File: config.mk
export PLATFORM = sky130hd
export DESIGN_NAME = sonar_wb_master
export DESIGN_NICKNAME = d
export VERILOG_FILES = /design/src/rtl/sonar_pkg.sv /design/src/rtl/sonar_wbm_timeout.sv /design/src/rtl/sonar_wb_master.sv
export SDC_FILE = /design/constraint.sdc
export NUM_CORES = 1
export LEC_CHECK = 0
export ABC_AREA = 0
export CORE_MARGIN = 1.5
export CORE_UTILIZATION = 47
export DETAILED_ROUTE_END_ITERATION = 10
export PLACE_DENSITY_LB_ADDON = 0.05
export SYNTH_ARGS = -nofsm -noshare
export SYNTH_HDL_FRONTEND = slang
export SYNTH_SLANG_ARGS = --single-unit
File: constraint.sdc
create_clock -name wb_clk_i -period 3.2 [get_ports wb_clk_i]
set_input_delay 0.48 -clock wb_clk_i [delete_from_list [all_inputs] [get_ports wb_clk_i]]
set_output_delay 0.48 -clock wb_clk_i [all_outputs]
set_load 0.01 [all_outputs]
File: src/rtl/sonar_pkg.sv
// Shared definitions for the sonar register bus: address map, bus width,
// initiator state encoding and a select-width helper.
package sonar_pkg;

  localparam int BUS_WIDTH = 16;

  localparam logic [3:0] ADR_CONTROL   = 4'd0;
  localparam logic [3:0] ADR_STATUS    = 4'd1;
  localparam logic [3:0] ADR_FREQ      = 4'd2;
  localparam logic [3:0] ADR_PULSES    = 4'd3;
  localparam logic [3:0] ADR_TIMER     = 4'd4;
  localparam logic [3:0] ADR_GAIN      = 4'd5;
  localparam logic [3:0] ADR_AMP       = 4'd6;
  localparam logic [3:0] ADR_THRESHOLD = 4'd7;
  localparam logic [3:0] ADR_ECHO_CNT  = 4'd8;
  localparam logic [3:0] ADR_TOF       = 4'd9;
  localparam logic [3:0] ADR_DEBUG     = 4'd10;
  localparam logic [3:0] ADR_FB0       = 4'd11;
  localparam logic [3:0] ADR_FB1       = 4'd12;

  typedef enum logic [1:0] {
    IDLE  = 2'd0,
    BUS   = 2'd1,
    RESP  = 2'd2,
    RETRY = 2'd3
  } state_t;

  function automatic int sel_width(input int n);
    return (n > 1) ? $clog2(n) : 1;
  endfunction

endpackage

File: src/rtl/sonar_wbm_timeout.sv
// Loadable down-counter used as a bus-cycle watchdog; o_expired is high
// whenever the count has reached zero.
module sonar_wbm_timeout #(
  parameter int W = 4
) (
  input  logic         i_clk,
  input  logic         i_rst_n,
  input  logic         i_clr,
  input  logic         i_load,
  input  logic [W-1:0] i_load_val,
  input  logic         i_en,
  output logic         o_expired
);

  logic [W-1:0] r_count;

  // Count register: clear beats load beats decrement, saturating at zero.
  always_ff @(posedge i_clk or negedge i_rst_n) begin
    if (!i_rst_n) begin
      r_count <= '0;
    end else if (i_clr) begin
      r_count <= '0;
    end else if (i_load) begin
      r_count <= i_load_val;
    end else if (i_en && (r_count != '0)) begin
      r_count <= r_count - W'(1);
    end else begin
      r_count <= r_count;
    end
  end

  assign o_expired = (r_count == '0);

endmodule

File: src/rtl/sonar_wb_master.sv
// Command-to-bus initiator for an array of sonar register slaves.
// Optional macro SONAR_WBM_RETRY_EN: reissue a timed-out cycle once before erroring.
module sonar_wb_master
  import sonar_pkg::*;
#(
  parameter int INSTANCE_NUM   = 4,
  parameter int SEL_W          = sel_width(INSTANCE_NUM),
  parameter int TIMEOUT_CYCLES = 16
) (
  input  logic                    wb_clk_i,
  input  logic                    wb_rst_i,
  input  logic                    cmd_valid_i,
  output logic                    cmd_ready_o,
  input  logic                    cmd_we_i,
  input  logic [SEL_W-1:0]        cmd_sel_i,
  input  logic [3:0]              cmd_adr_i,
  input  logic [BUS_WIDTH-1:0]    cmd_dat_i,
  output logic                    rsp_valid_o,
  input  logic                    rsp_ready_i,
  output logic [BUS_WIDTH-1:0]    rsp_dat_o,
  output logic                    rsp_err_o,
  output logic [INSTANCE_NUM-1:0] wb_valid_o,
  output logic [3:0]              wbs_adr_o,
  output logic [BUS_WIDTH-1:0]    wbs_dat_o,
  output logic                    wbs_strb_o,
  input  logic                    wbs_ack_i,
  input  logic [BUS_WIDTH-1:0]    wbs_dat_i
);

  localparam int TO_W = $clog2(TIMEOUT_CYCLES);
  localparam logic [TO_W-1:0] TO_LOAD = TO_W'(TIMEOUT_CYCLES - 1);

  state_t                  r_state;
  logic                    r_cmd_ready;
  logic                    r_rsp_valid;
  logic                    r_rsp_err;
  logic [BUS_WIDTH-1:0]    r_rsp_dat;
  logic [INSTANCE_NUM-1:0] r_valid;
  logic [3:0]              r_adr;
  logic [BUS_WIDTH-1:0]    r_wdat;
  logic                    r_strb;
  logic                    r_we;
`ifdef SONAR_WBM_RETRY_EN
  logic                    r_retry;
  logic [INSTANCE_NUM-1:0] r_onehot;
`endif

  logic                    w_accept;
  logic                    w_sel_bad;
  logic [INSTANCE_NUM-1:0] w_onehot;
  logic                    w_tmr_load;
  logic                    w_tmr_en;
  logic                    w_tmr_clr;
  logic                    w_expired;

  assign w_accept  = (r_state == IDLE) && cmd_valid_i && r_cmd_ready;
  assign w_sel_bad = (32'(cmd_sel_i) >= 32'(INSTANCE_NUM));

  // One-hot decode of the requested instance.
  always_comb begin
    w_onehot = '0;
    for (int i = 0; i < INSTANCE_NUM; i++) begin
      w_onehot[i] = (32'(cmd_sel_i) == 32'(i));
    end
  end

  // The watchdog restarts each time a bus cycle is (re)issued.
  assign w_tmr_load = (w_accept && !w_sel_bad) || (r_state == RETRY);
  assign w_tmr_en   = (r_state == BUS) && !wbs_ack_i;
  assign w_tmr_clr  = (r_state == RESP);

  sonar_wbm_timeout #(.W(TO_W)) u_timeout (
    .i_clk      (wb_clk_i),
    .i_rst_n    (wb_rst_i),
    .i_clr      (w_tmr_clr),
    .i_load     (w_tmr_load),
    .i_load_val (TO_LOAD),
    .i_en       (w_tmr_en),
    .o_expired  (w_expired)
  );

  // Transaction sequencer with registered bus and host outputs.
  always_ff @(posedge wb_clk_i or negedge wb_rst_i) begin
    if (!wb_rst_i) begin
      r_state     <= IDLE;
      r_cmd_ready <= 1'b0;
      r_rsp_valid <= 1'b0;
      r_rsp_err   <= 1'b0;
      r_rsp_dat   <= '0;
      r_valid     <= '0;
      r_adr       <= 4'd0;
      r_wdat      <= '0;
      r_strb      <= 1'b0;
      r_we        <= 1'b0;
`ifdef SONAR_WBM_RETRY_EN
      r_retry     <= 1'b0;
      r_onehot    <= '0;
`endif
    end else begin
      case (r_state)
        IDLE: begin
          if (w_accept) begin
            r_cmd_ready <= 1'b0;
            r_we        <= cmd_we_i;
`ifdef SONAR_WBM_RETRY_EN
            r_retry     <= 1'b0;
            r_onehot    <= w_onehot;
`endif
            if (w_sel_bad) begin
              r_rsp_valid <= 1'b1;
              r_rsp_err   <= 1'b1;
              r_rsp_dat   <= '0;
              r_state     <= RESP;
            end else begin
              r_valid <= w_onehot;
              r_adr   <= cmd_adr_i;
              r_wdat  <= cmd_dat_i;
              r_strb  <= cmd_we_i;
              r_state <= BUS;
            end
          end else begin
            r_cmd_ready <= 1'b1;
          end
        end
        BUS: begin
          if (wbs_ack_i) begin
            r_valid     <= '0;
            r_strb      <= 1'b0;
            r_rsp_valid <= 1'b1;
            r_rsp_err   <= 1'b0;
            r_rsp_dat   <= r_we ? 16'h0000 : wbs_dat_i;
            r_state     <= RESP;
          end else if (w_expired) begin
            r_valid <= '0;
            r_strb  <= 1'b0;
`ifdef SONAR_WBM_RETRY_EN
            if (!r_retry) begin
              r_retry <= 1'b1;
              r_state <= RETRY;
            end else begin
              r_rsp_valid <= 1'b1;
              r_rsp_err   <= 1'b1;
              r_rsp_dat   <= '0;
              r_state     <= RESP;
            end
`else
            r_rsp_valid <= 1'b1;
            r_rsp_err   <= 1'b1;
            r_rsp_dat   <= '0;
            r_state     <= RESP;
`endif
          end else begin
            r_state <= BUS;
          end
        end
        RESP: begin
          if (rsp_ready_i) begin
            r_rsp_valid <= 1'b0;
            r_rsp_err   <= 1'b0;
            r_rsp_dat   <= '0;
            r_cmd_ready <= 1'b1;
            r_state     <= IDLE;
          end else begin
            r_state <= RESP;
          end
        end
`ifdef SONAR_WBM_RETRY_EN
        RETRY: begin
          r_valid <= r_onehot;
          r_strb  <= r_we;
          r_state <= BUS;
        end
`endif
        default: begin
          r_state <= IDLE;
        end
      endcase
    end
  end

  assign cmd_ready_o = r_cmd_ready;
  assign rsp_valid_o = r_rsp_valid;
  assign rsp_err_o   = r_rsp_err;
  assign rsp_dat_o   = r_rsp_dat;
  assign wb_valid_o  = r_valid;
  assign wbs_adr_o   = r_adr;
  assign wbs_dat_o   = r_wdat;
  assign wbs_strb_o  = r_strb;

endmodule
==> flow_summary_export.csv, run 1 <==
group,metric,value,unit
route,drc,0,
setup_path,critical_path_depth,6,
placed_design,port_buffers,87,
yosys,syn-num-nets,282,
job,drv_cap,0,
timing,slew_viol_final,0,
power_and_ir_drop,p_leak,1.57,nW
setup_path,r2r_slack,1.03,ns
timing,skew,0.00260,ns
timing,period_share,67.9,%
route,viasPerCell,4.71,
timing,final-setup-viol-count,0,
clock_tree,post_cts_resized,0,
placed_design,gp_congestion,0.783,
power_and_ir_drop,ir_worst_vdd,434,uV
yosys,ys_types,35,
layout,register_area,1280,sq um
grt,antenna_found_initial,0,
yosys,yosys_warnings,0,
setup_path,worstPathCellList,"inv_1 > ha_1 > nor3b_4 > o211a_1 > buf_4 > mux2i_1",
die,fp.dieH,73.1,microns
die,die-width,73.1,microns
die,rows,25,
route,post_drt_wl_per_cell,12.8,microns
clock_tree,clockBufferDepth,2,
yosys,ys_seq_area_share,55.2,%
die,core_area,4720,sq um
clock_tree,cts.root.buffer_cell,"clkbuf_8",
grt,grt_first_pass_wirelength,8000,microns
clock_tree,worstSkewPairLatency,0.30,ns
route,via_count,1833,
timing,max_slew_margin,53.0,%
setup_path,critPathRequiredTime,3.42,ns
setup_path,end_kind,"flip-flop",
timing,min_period,2.17,ns
setup_path,r2r_end,"rsp_dat_o[1]",
setup_path,reg2reg_depth,6,
timing,clock.fmax,461,MHz
yosys,synth_seq_cells,51,
yosys,synth_edf_count,0,
clock_tree,clock_sinks,51,
clock_tree,cts_tree,"yes",
die,initial_utilization,49.0,%
worst_hold_path,holdCritPathClass,"in -> async",
layout,syn2layout_area_growth,45.2,%
grt,grt_max_degree,32,
setup_path,crit_slowest_cell,"o211a_1",
setup_path,slowest_delay,0.54,ns
clock_tree,cts_made_buffers,5,
placed_design,pre_cts_ws,0.831,ns
setup_path,endpoint,"rsp_dat_o[1]",
clock_tree,clk_pin_slew_worst_paths,0.09,ns
timing,setup_slack,1.03,ns
power_and_ir_drop,powerDensity,905,nW/um^2
grt,grt_usage,19.8,%
yosys,async_reset_ff_share,100,%
grt,grt_pass1_vias,1727,
timing,hold_violations,0,
layout,fill_cells,355,
yosys,synth.avg_cell_area,9.97,sq um
layout,num_antenna_cells,0,
yosys,yosysTopAreaCell,"dfrtp_1",
layout,drive_gt1_share,7.76,%
setup_path,worstReg2RegStart,"u_timeout.r_count[0]",
die,die_area,5350,sq um
clock_tree,hold_buffers,0,
route,ant_nets,0,
layout,multi_input_area,897,sq um
die,io_pins,88,
yosys,synth.area.top_cells,"dfrtp_1 (55%), nand2_1 (13%), mux2i_1 (7.8%)",
yosys,synth_top_area_share,55.2,%
yosys,syn_inst,232,
timing,tightestPinTransition,0.705,ns
grt,grt_remaining_overflow,0,
setup_path,cpLargestDelayFamily,"compound AO/OA/AOI/OAI gates",
placed_design,dp_hpwl,3540,microns
setup_path,cp-start-kind,"flip-flop",
setup_path,crit_arrival,2.39,ns
timing,tns,0,ns
setup_path,crit_start,"u_timeout.r_count[0]",
yosys,synth_area,2310,sq um
timing,rsz0062_at_grt,"false",
setup_path,cp.buffers_inverters,2,
clock_tree,ctsHtreeMaxLevel,2,
yosys,synth_common_cells,"nand2_1 (82), dfrtp_1 (51), inv_1 (21)",
route,first_iter_violations,89,
route,first_pass_iters,4,
run_status,status,"finished, final reports clean",
yosys,ys.flop_type,"dfrtp_1",
setup_path,crit_type,"reg -> reg",
yosys,synth.most_common_cell,"nand2_1",
layout,fin_nets,371,
route,drt-total-wl,4970,microns
clock_tree,cts_setup_buffers,0,
setup_path,critPathMaxFanout,10,
==> state kept, by name, indices dropped and copies added (netlist names) <==
name and count:
cmd_ready_o 1, rsp_dat_o 16, rsp_valid_o 1, r_we 1, rsp_err_o 1, wbs_adr_o 4, u_timeout.r_count 4, wbs_dat_o 16
wb_valid_o 4, wbs_strb_o 1, r_state 2
==> area by class of cell <==
cell class | count | share of cell area [%]
clock buffer | 6 | 2.46
tap | 67 | 2.50
sequential | 51 | 38.0
inverter | 21 | 2.35
multi-input combinational | 150 | 26.7
clock inverter | 2 | 1.04
timing repair buffer | 92 | 26.9
==> routing by layer <==
layer	track usage [%]	wire [microns]
met1	26.6	2210
met2	29.7	2300
met3	8.01	395
met4	5.66	60
met5	0	0
==> worst reg2reg max path, cell delays in order, from the launching register on <==
cell	delay [ns]
dfrtp_1	0.41
inv_1	0.07
ha_1	0.17
nor3b_4	0.35
o211a_1	0.54
buf_4	0.30
mux2i_1	0.24
==> cells by family after synthesis <==
family,after synthesis,synth area share [%]
buf+inv,31,6.01
compound gates,15,4.55
fa+ha+maj,6,3.25
simple gates,105,20.3
flops,51,55.2
mux,24,10.7
==> metrics by stage <==
step                cells  total power, mW  utilization [%]  hold slack (ns)  cell area (sq um)
finish                389             3.04             71.1            0.216               3360
global route          389             3.25             71.1            0.254               3360
CTS                   389             3.07             71.1            0.230               3360
detailed placement    381             2.59             68.6            0.461               3240
global placement      381             2.56             68.6            0.456               3240
floorplan             232             1.93                -            0.184               2310
==> power by group <==
group	switching, mW	total [mW]	internal [mW]
Combinational	0.690	1.48	0.794
Sequential	0.171	1.09	0.922
Clock	0.209	0.462	0.253
==> worst min-delay path by stage <==
stage	to	slack [ns]	cells past startpoint
after detailed placement	wbs_dat_o[2]	0.46	2
after global routing	u_timeout.r_count[2]	0.25	1
after floorplan	cmd_ready_o	0.18	0
after global placement	wbs_adr_o[3]	0.46	2
after CTS	u_timeout.r_count[2]	0.23	1
final	u_timeout.r_count[2]	0.22	1
==> placed cells by master, fill, tap and decap left out, types with 2 or more instances in the layout <==
cell	instances
clkdlybuf4s50_1	86
nand2_1	82
dfrtp_1	51
inv_1	21
mux2i_1	18
mux2_2	6
ha_1	6
clkbuf_8	6
buf_4	5
nor2_1	4
o21ai_0	4
a31oi_1	4
nor3b_1	3
or3_1	3
nor2b_1	2
(Power assumes the default switching activity.)
==> run 2, diff against run 1 <==
--- a/config.mk
+++ b/config.mk
@@ -7,7 +7,7 @@
 export LEC_CHECK = 0
 export ABC_AREA = 0
 export CORE_MARGIN = 1.5
-export CORE_UTILIZATION = 47
+export CORE_UTILIZATION = 39
 export DETAILED_ROUTE_END_ITERATION = 10
 export PLACE_DENSITY_LB_ADDON = 0.05
 export SYNTH_ARGS = -nofsm -noshare
==> constraint.sdc (replaced) <==
create_clock -name wb_clk_i -period 1.8 [get_ports wb_clk_i]
set_input_delay 0.27 -clock wb_clk_i [delete_from_list [all_inputs] [get_ports wb_clk_i]]
set_output_delay 0.27 -clock wb_clk_i [all_outputs]
set_load 0.01 [all_outputs]
==> flow_summary_export.csv, run 2 (same netlist as run 1, synthesis figures left out) <==
group,metric,value,unit
worst_hold_path,min_path_cells,2,
placed_design,gp_congestion,0.828,
clock_tree,cts.root.buffer_cell,"clkbuf_8",
route,via_count,1850,
timing,tns,0,ns
placed_design,dpl.cell_count,392,
timing,period_share,93.4,%
power_and_ir_drop,finalPower,5.38,mW
setup_path,cp.buffers_inverters,2,
layout,multi_input_area,912,sq um
timing,max_slew_margin,79.4,%
route,drc,0,
setup_path,worstPathCellList,"inv_1 > ha_2 > nor3b_4 > o211a_1 > buf_12 > mux2i_1",
setup_path,crit_arrival,1.91,ns
timing,hold_violations,0,
route,drt-total-wl,5120,microns
route,post_drt_wl_per_cell,12.8,microns
die,fp.dieH,80,microns
power_and_ir_drop,ir_worst_vdd,741,uV
placed_design,pre_cts_ws,0.0225,ns
setup_path,critPathMaxFanout,17,
setup_path,cpLargestDelayFamily,"flip-flops",
layout,final_util,61.2,%
worst_hold_path,hold_end,"wbs_dat_o[2]",
route,first_pass_iters,4,
layout,mostFrequentLayoutCell,"clkdlybuf4s50_1",
layout,num_antenna_cells,0,
setup_path,cp-start-kind,"flip-flop",
timing,skew,0.00638,ns
setup_path,end_kind,"flip-flop",
timing,tightestPinTransition,0.309,ns
power_and_ir_drop,p_leak,1.59,nW
route,viasPerCell,4.64,
grt,grt_first_pass_wirelength,8560,microns
grt,grt_max_degree,52,
run_status,status,"finished, final reports clean",
setup_path,crit_slowest_cell,"dfrtp_1",
setup_path,r2r_end,"rsp_dat_o[12]",
die,initial_utilization,41.2,%
grt,grt_remaining_overflow,0,
timing,final-setup-viol-count,0,
die,io_pins,88,
setup_path,critical_path_depth,6,
die,core_area,5610,sq um
setup_path,slowest_delay,0.41,ns
route,first_iter_violations,73,
grt,antenna_found_initial,0,
grt,grt_pass1_vias,1834,
placed_design,port_buffers,87,
grt,grt_usage,17.3,%
layout,syn2layout_area_growth,48.3,%
clock_tree,clockBufferDepth,2,
timing,clock.fmax,595,MHz
setup_path,worstReg2RegStart,"u_timeout.r_count[0]",
timing,slew_viol_final,0,
die,die_area,6400,sq um
die,die-width,80,microns
timing,min_period,1.68,ns
layout,fin_nets,378,
die,rows,27,
setup_path,critPathRequiredTime,2.02,ns
worst_hold_path,holdCritPathClass,"reg -> reg",
timing,rsz0062_at_grt,"false",
worst_hold_path,worstHoldStart,"wbs_dat_o[2]",
placed_design,dp_hpwl,3550,microns
setup_path,reg2reg_depth,6,
clock_tree,cts_made_buffers,5,
clock_tree,worstSkewPairLatency,0.30,ns
power_and_ir_drop,powerDensity,1570,nW/um^2
layout,final_cell_mix,"clkdlybuf4s50_1 (86), nand2_1 (82), dfrtp_1 (51), inv_1 (21), mux2i_1 (18)",
layout,register_area,1280,sq um
clock_tree,clk_pin_slew_worst_paths,0.09,ns
route,ant_nets,0,
job,drv_cap,0,
clock_tree,ctsHtreeMaxLevel,2,
setup_path,crit_type,"reg -> reg",
clock_tree,clock_sinks,51,
setup_path,r2r_slack,0.12,ns
layout,drive_gt1_share,9.79,%
timing,setup_slack,0.120,ns
layout,fill_cells,490,
clock_tree,cts_tree,"yes",
layout,instances_no_fill,399,
[run 2: cell count changes in the layout (fill, tap and decap cells not counted), sizes merged]
cell / delta
buf: +6
bufinv: -1
clkbuf: -1
clkinv: -1
clkinvlp: +1
dlygate4sd3: +1
[run 2: worst max path at each step]
stage                                    start            end  slack (ns)
after floorplan           u_timeout.r_count[0]      rsp_err_o        0.13
after global placement               wbs_ack_i  wb_valid_o[2]        0.04
after detailed placement             wbs_ack_i  wb_valid_o[3]        0.02
after CTS                           r_state[1]  wb_valid_o[3]        0.09
after global routing                r_state[0]  wbs_dat_o[12]       0.002
final                     u_timeout.r_count[0]  rsp_dat_o[12]        0.12
[run 2: cell type report]
class | instances | area share, %
Clock buffer | 5 | 2.01
Timing Repair Buffer | 99 | 29.0
Tap cell | 72 | 2.63
Sequential cell | 51 | 37.2
Inverter | 21 | 2.30
Multi-Input combinational cell | 150 | 26.6
Clock inverter | 1 | 0.219
[run 2: routing by layer]
layer | up-vias | wire [microns] | GRT usage [%]
met5 | - | 0 | 0
met4 | 0 | 27 | 5.69
met3 | 2 | 423 | 6.97
met2 | 59 | 2290 | 25.8
met1 | 862 | 2370 | 22.9
li1 | 927 | - | -
[run 2: power by group]
part,total [mW],leakage (nW),switching (mW),internal [mW]
Clock,0.623,0.0361,0.364,0.259
Sequential,1.93,0.650,0.293,1.64
Combinational,2.82,0.905,1.27,1.56
Total,5.38,1.59,1.92,3.45
[run 2: repair_timing]
item,CTS,global route
hold buffers,1,0
endpoints found under the setup margin,0,6
hold endpoints to repair,51,0
buffers inserted,0,0
resized for setup,0,4
[run 2: worst min-delay path: stages, from the launching register on]
cell and delay (ns):
dfrtp_1 0.35, nand2_1 0.05, nand2_1 0.06
[run 2: metrics by stage]
stage | hold WS (ns) | area, sq um
finish | 0.478 | 3430
global route | 0.475 | 3430
CTS | 0.466 | 3410
detailed placement | 0.289 | 3330
global placement | 0.285 | 3330
floorplan | -0.0256 | 2310
==> run 3, diff against run 2 <==
--- a/config.mk
+++ b/config.mk
@@ -6,8 +6,10 @@
 export NUM_CORES = 1
 export LEC_CHECK = 0
 export ABC_AREA = 0
+export CORE_ASPECT_RATIO = 0.6
 export CORE_MARGIN = 1.5
 export CORE_UTILIZATION = 39
+export CTS_CLUSTER_DIAMETER = 120
 export DETAILED_ROUTE_END_ITERATION = 10
 export PLACE_DENSITY_LB_ADDON = 0.05
 export SYNTH_ARGS = -nofsm -noshare
==> flow_summary_export.csv, run 3 (same netlist as run 1, synthesis figures left out) <==
group,metric,value,unit
run_status,status,"finished, final reports clean",
setup_path,worstPathCellList,"inv_1 > ha_1 > nand2b_2 > o22ai_2 > mux2_2",
placed_design,place_area,3350,sq um
worst_hold_path,holdCritPathClass,"in -> async",
layout,num_antenna_cells,0,
die,die-width,102,microns
route,post_drt_wl_per_cell,13.4,microns
power_and_ir_drop,finalPower,5.44,mW
power_and_ir_drop,internal_power,3.47,mW
power_and_ir_drop,power.switching,1.97,mW
clock_tree,clk_pin_slew_worst_paths,0.10,ns
timing,max_slew_margin,66.9,%
route,drc,0,
power_and_ir_drop,swShare,36.2,%
route,viasPerCell,4.56,
timing,slew_viol_final,0,
timing,tns,0,ns
power_and_ir_drop,powerDensity,1580,nW/um^2
grt,antenna_found_initial,0,
layout,final_cell_mix,"clkdlybuf4s50_1 (86), nand2_1 (82), dfrtp_1 (51), inv_1 (21), mux2i_1 (18)",
grt,grt_max_degree,34,
layout,fin_nets,379,
layout,syn2layout_area_growth,49.1,%
clock_tree,worstSkewPairLatency,0.30,ns
die,core_area,5650,sq um
setup_path,cp.buffers_inverters,1,
timing,rsz0062_at_grt,"false",
setup_path,cpLargestDelayFamily,"flip-flops",
grt,grt_pass1_vias,1873,
layout,finalInstanceArea,3450,sq um
timing,hold_violations,0,
placed_design,pre_cts_ws,0.0708,ns
setup_path,crit_slowest_cell,"dfrtp_1",
placed_design,dpl.cell_count,401,
route,first_iter_violations,63,
setup_path,reg2reg_depth,5,
route,ant_nets,0,
setup_path,r2r_slack,0.07,ns
die,die_area,6410,sq um
layout,final_util,61.0,%
placed_design,port_buffers,87,
clock_tree,cts_made_buffers,5,
grt,grt_first_pass_wirelength,9160,microns
power_and_ir_drop,combPwrFrac,52.4,%
die,io_pins,88,
grt,grt_usage,18.6,%
setup_path,slowest_delay,0.43,ns
timing,clock.fmax,579,MHz
die,initial_utilization,40.9,%
setup_path,critPathMaxFanout,5,
setup_path,r2r_end,"wb_valid_o[1]",
layout,instances_no_fill,410,
clock_tree,clockBufferDepth,2,
die,rows,21,
timing,period_share,96.0,%
setup_path,critPathRequiredTime,1.99,ns
setup_path,cp-start-kind,"flip-flop",
clock_tree,clock_sinks,51,
layout,drive_gt1_share,9.70,%
route,first_pass_iters,4,
clock_tree,cts.root.buffer_cell,"clkbuf_8",
timing,tightestPinTransition,0.496,ns
power_and_ir_drop,pwr-share-clk,12.0,%
clock_tree,ctsHtreeMaxLevel,2,
route,via_count,1869,
power_and_ir_drop,ir_worst_vdd,684,uV
setup_path,crit_arrival,1.91,ns
job,drv_cap,0,
timing,skew,0.00880,ns
power_and_ir_drop,pwr-share-seq,35.6,%
setup_path,end_kind,"flip-flop",
setup_path,worstReg2RegStart,"r_state[1]",
timing,setup_slack,0.0728,ns
power_and_ir_drop,p_leak,1.60,nW
placed_design,dp_hpwl,3890,microns
route,drt-total-wl,5490,microns
clock_tree,cts_tree,"yes",
placed_design,gp_congestion,0.781,
setup_path,crit_type,"reg -> reg",
clock_tree,cts_setup_buffers,0,
grt,grt_remaining_overflow,0,
layout,mostFrequentLayoutCell,"clkdlybuf4s50_1",
timing,final-setup-viol-count,0,
timing,min_period,1.73,ns
die,fp.dieH,62.6,microns
timing,holdWs,0.459,ns
[run 3: power groups by stage]
| stage | clock, mW | combinational [mW] | sequential [mW] |
|---|---|---|---|
| floorplan | 0 | 1.31 | 2.12 |
| detailed placement | 0 | 2.83 | 1.95 |
| finish | 0.653 | 2.85 | 1.94 |
| global placement | 0 | 2.81 | 1.95 |
| global route | 0.725 | 3.14 | 2.01 |
| CTS | 0.672 | 2.85 | 1.94 |
[run 3: worst max path at each step]
| stage | from | to | cells past startpoint |
|---|---|---|---|
| CTS | u_timeout.r_count[0] | rsp_dat_o[1] | 6 |
| global placement | wbs_ack_i | wb_valid_o[0] | 4 |
| detailed placement | wbs_ack_i | wb_valid_o[3] | 4 |
| global route | r_state[1] | wb_valid_o[0] | 5 |
| floorplan | u_timeout.r_count[0] | rsp_err_o | 6 |
| finish | r_state[1] | wb_valid_o[1] | 5 |
[run 3: routing by layer]
| layer | global-route usage (%) | wire length, microns | part of all wire [%] | vias up |
|---|---|---|---|---|
| met4 | 4.45 | 35 | 0.64 | 0 |
| met2 | 25.7 | 2170 | 39 | 59 |
| met1 | 27.8 | 2850 | 52 | 872 |
| met3 | 6.15 | 435 | 7.9 | 5 |
| li1 | - | - | - | 933 |
| met5 | 0 | 0 | 0 | - |
[run 3: what timing repair did]
action | in CTS | in global routing
hold buffers | 1 | 0
gates resized for setup | 0 | 1
hold endpoints to repair | 18 | 0
endpoints found under the setup margin | 0 | 11
[run 3: cell type report]
| cell class | instances | area (sq um) |
|---|---|---|
| tap | 80 | 100 |
| multi-input combinational | 150 | 905 |
| inverter | 21 | 78.8 |
| timing repair buffer | 100 | 1000 |
| clock buffer | 6 | 72.6 |
| clock inverter | 2 | 12.5 |
| sequential | 51 | 1280 |
| fill | 493 | 2200 |
[run 3: worst register-to-register path, cell delays in order, from the launching register on]
cell and delay (ns):
dfrtp_1 0.43, inv_1 0.10, ha_1 0.26, nand2b_2 0.14
o22ai_2 0.31, mux2_2 0.38
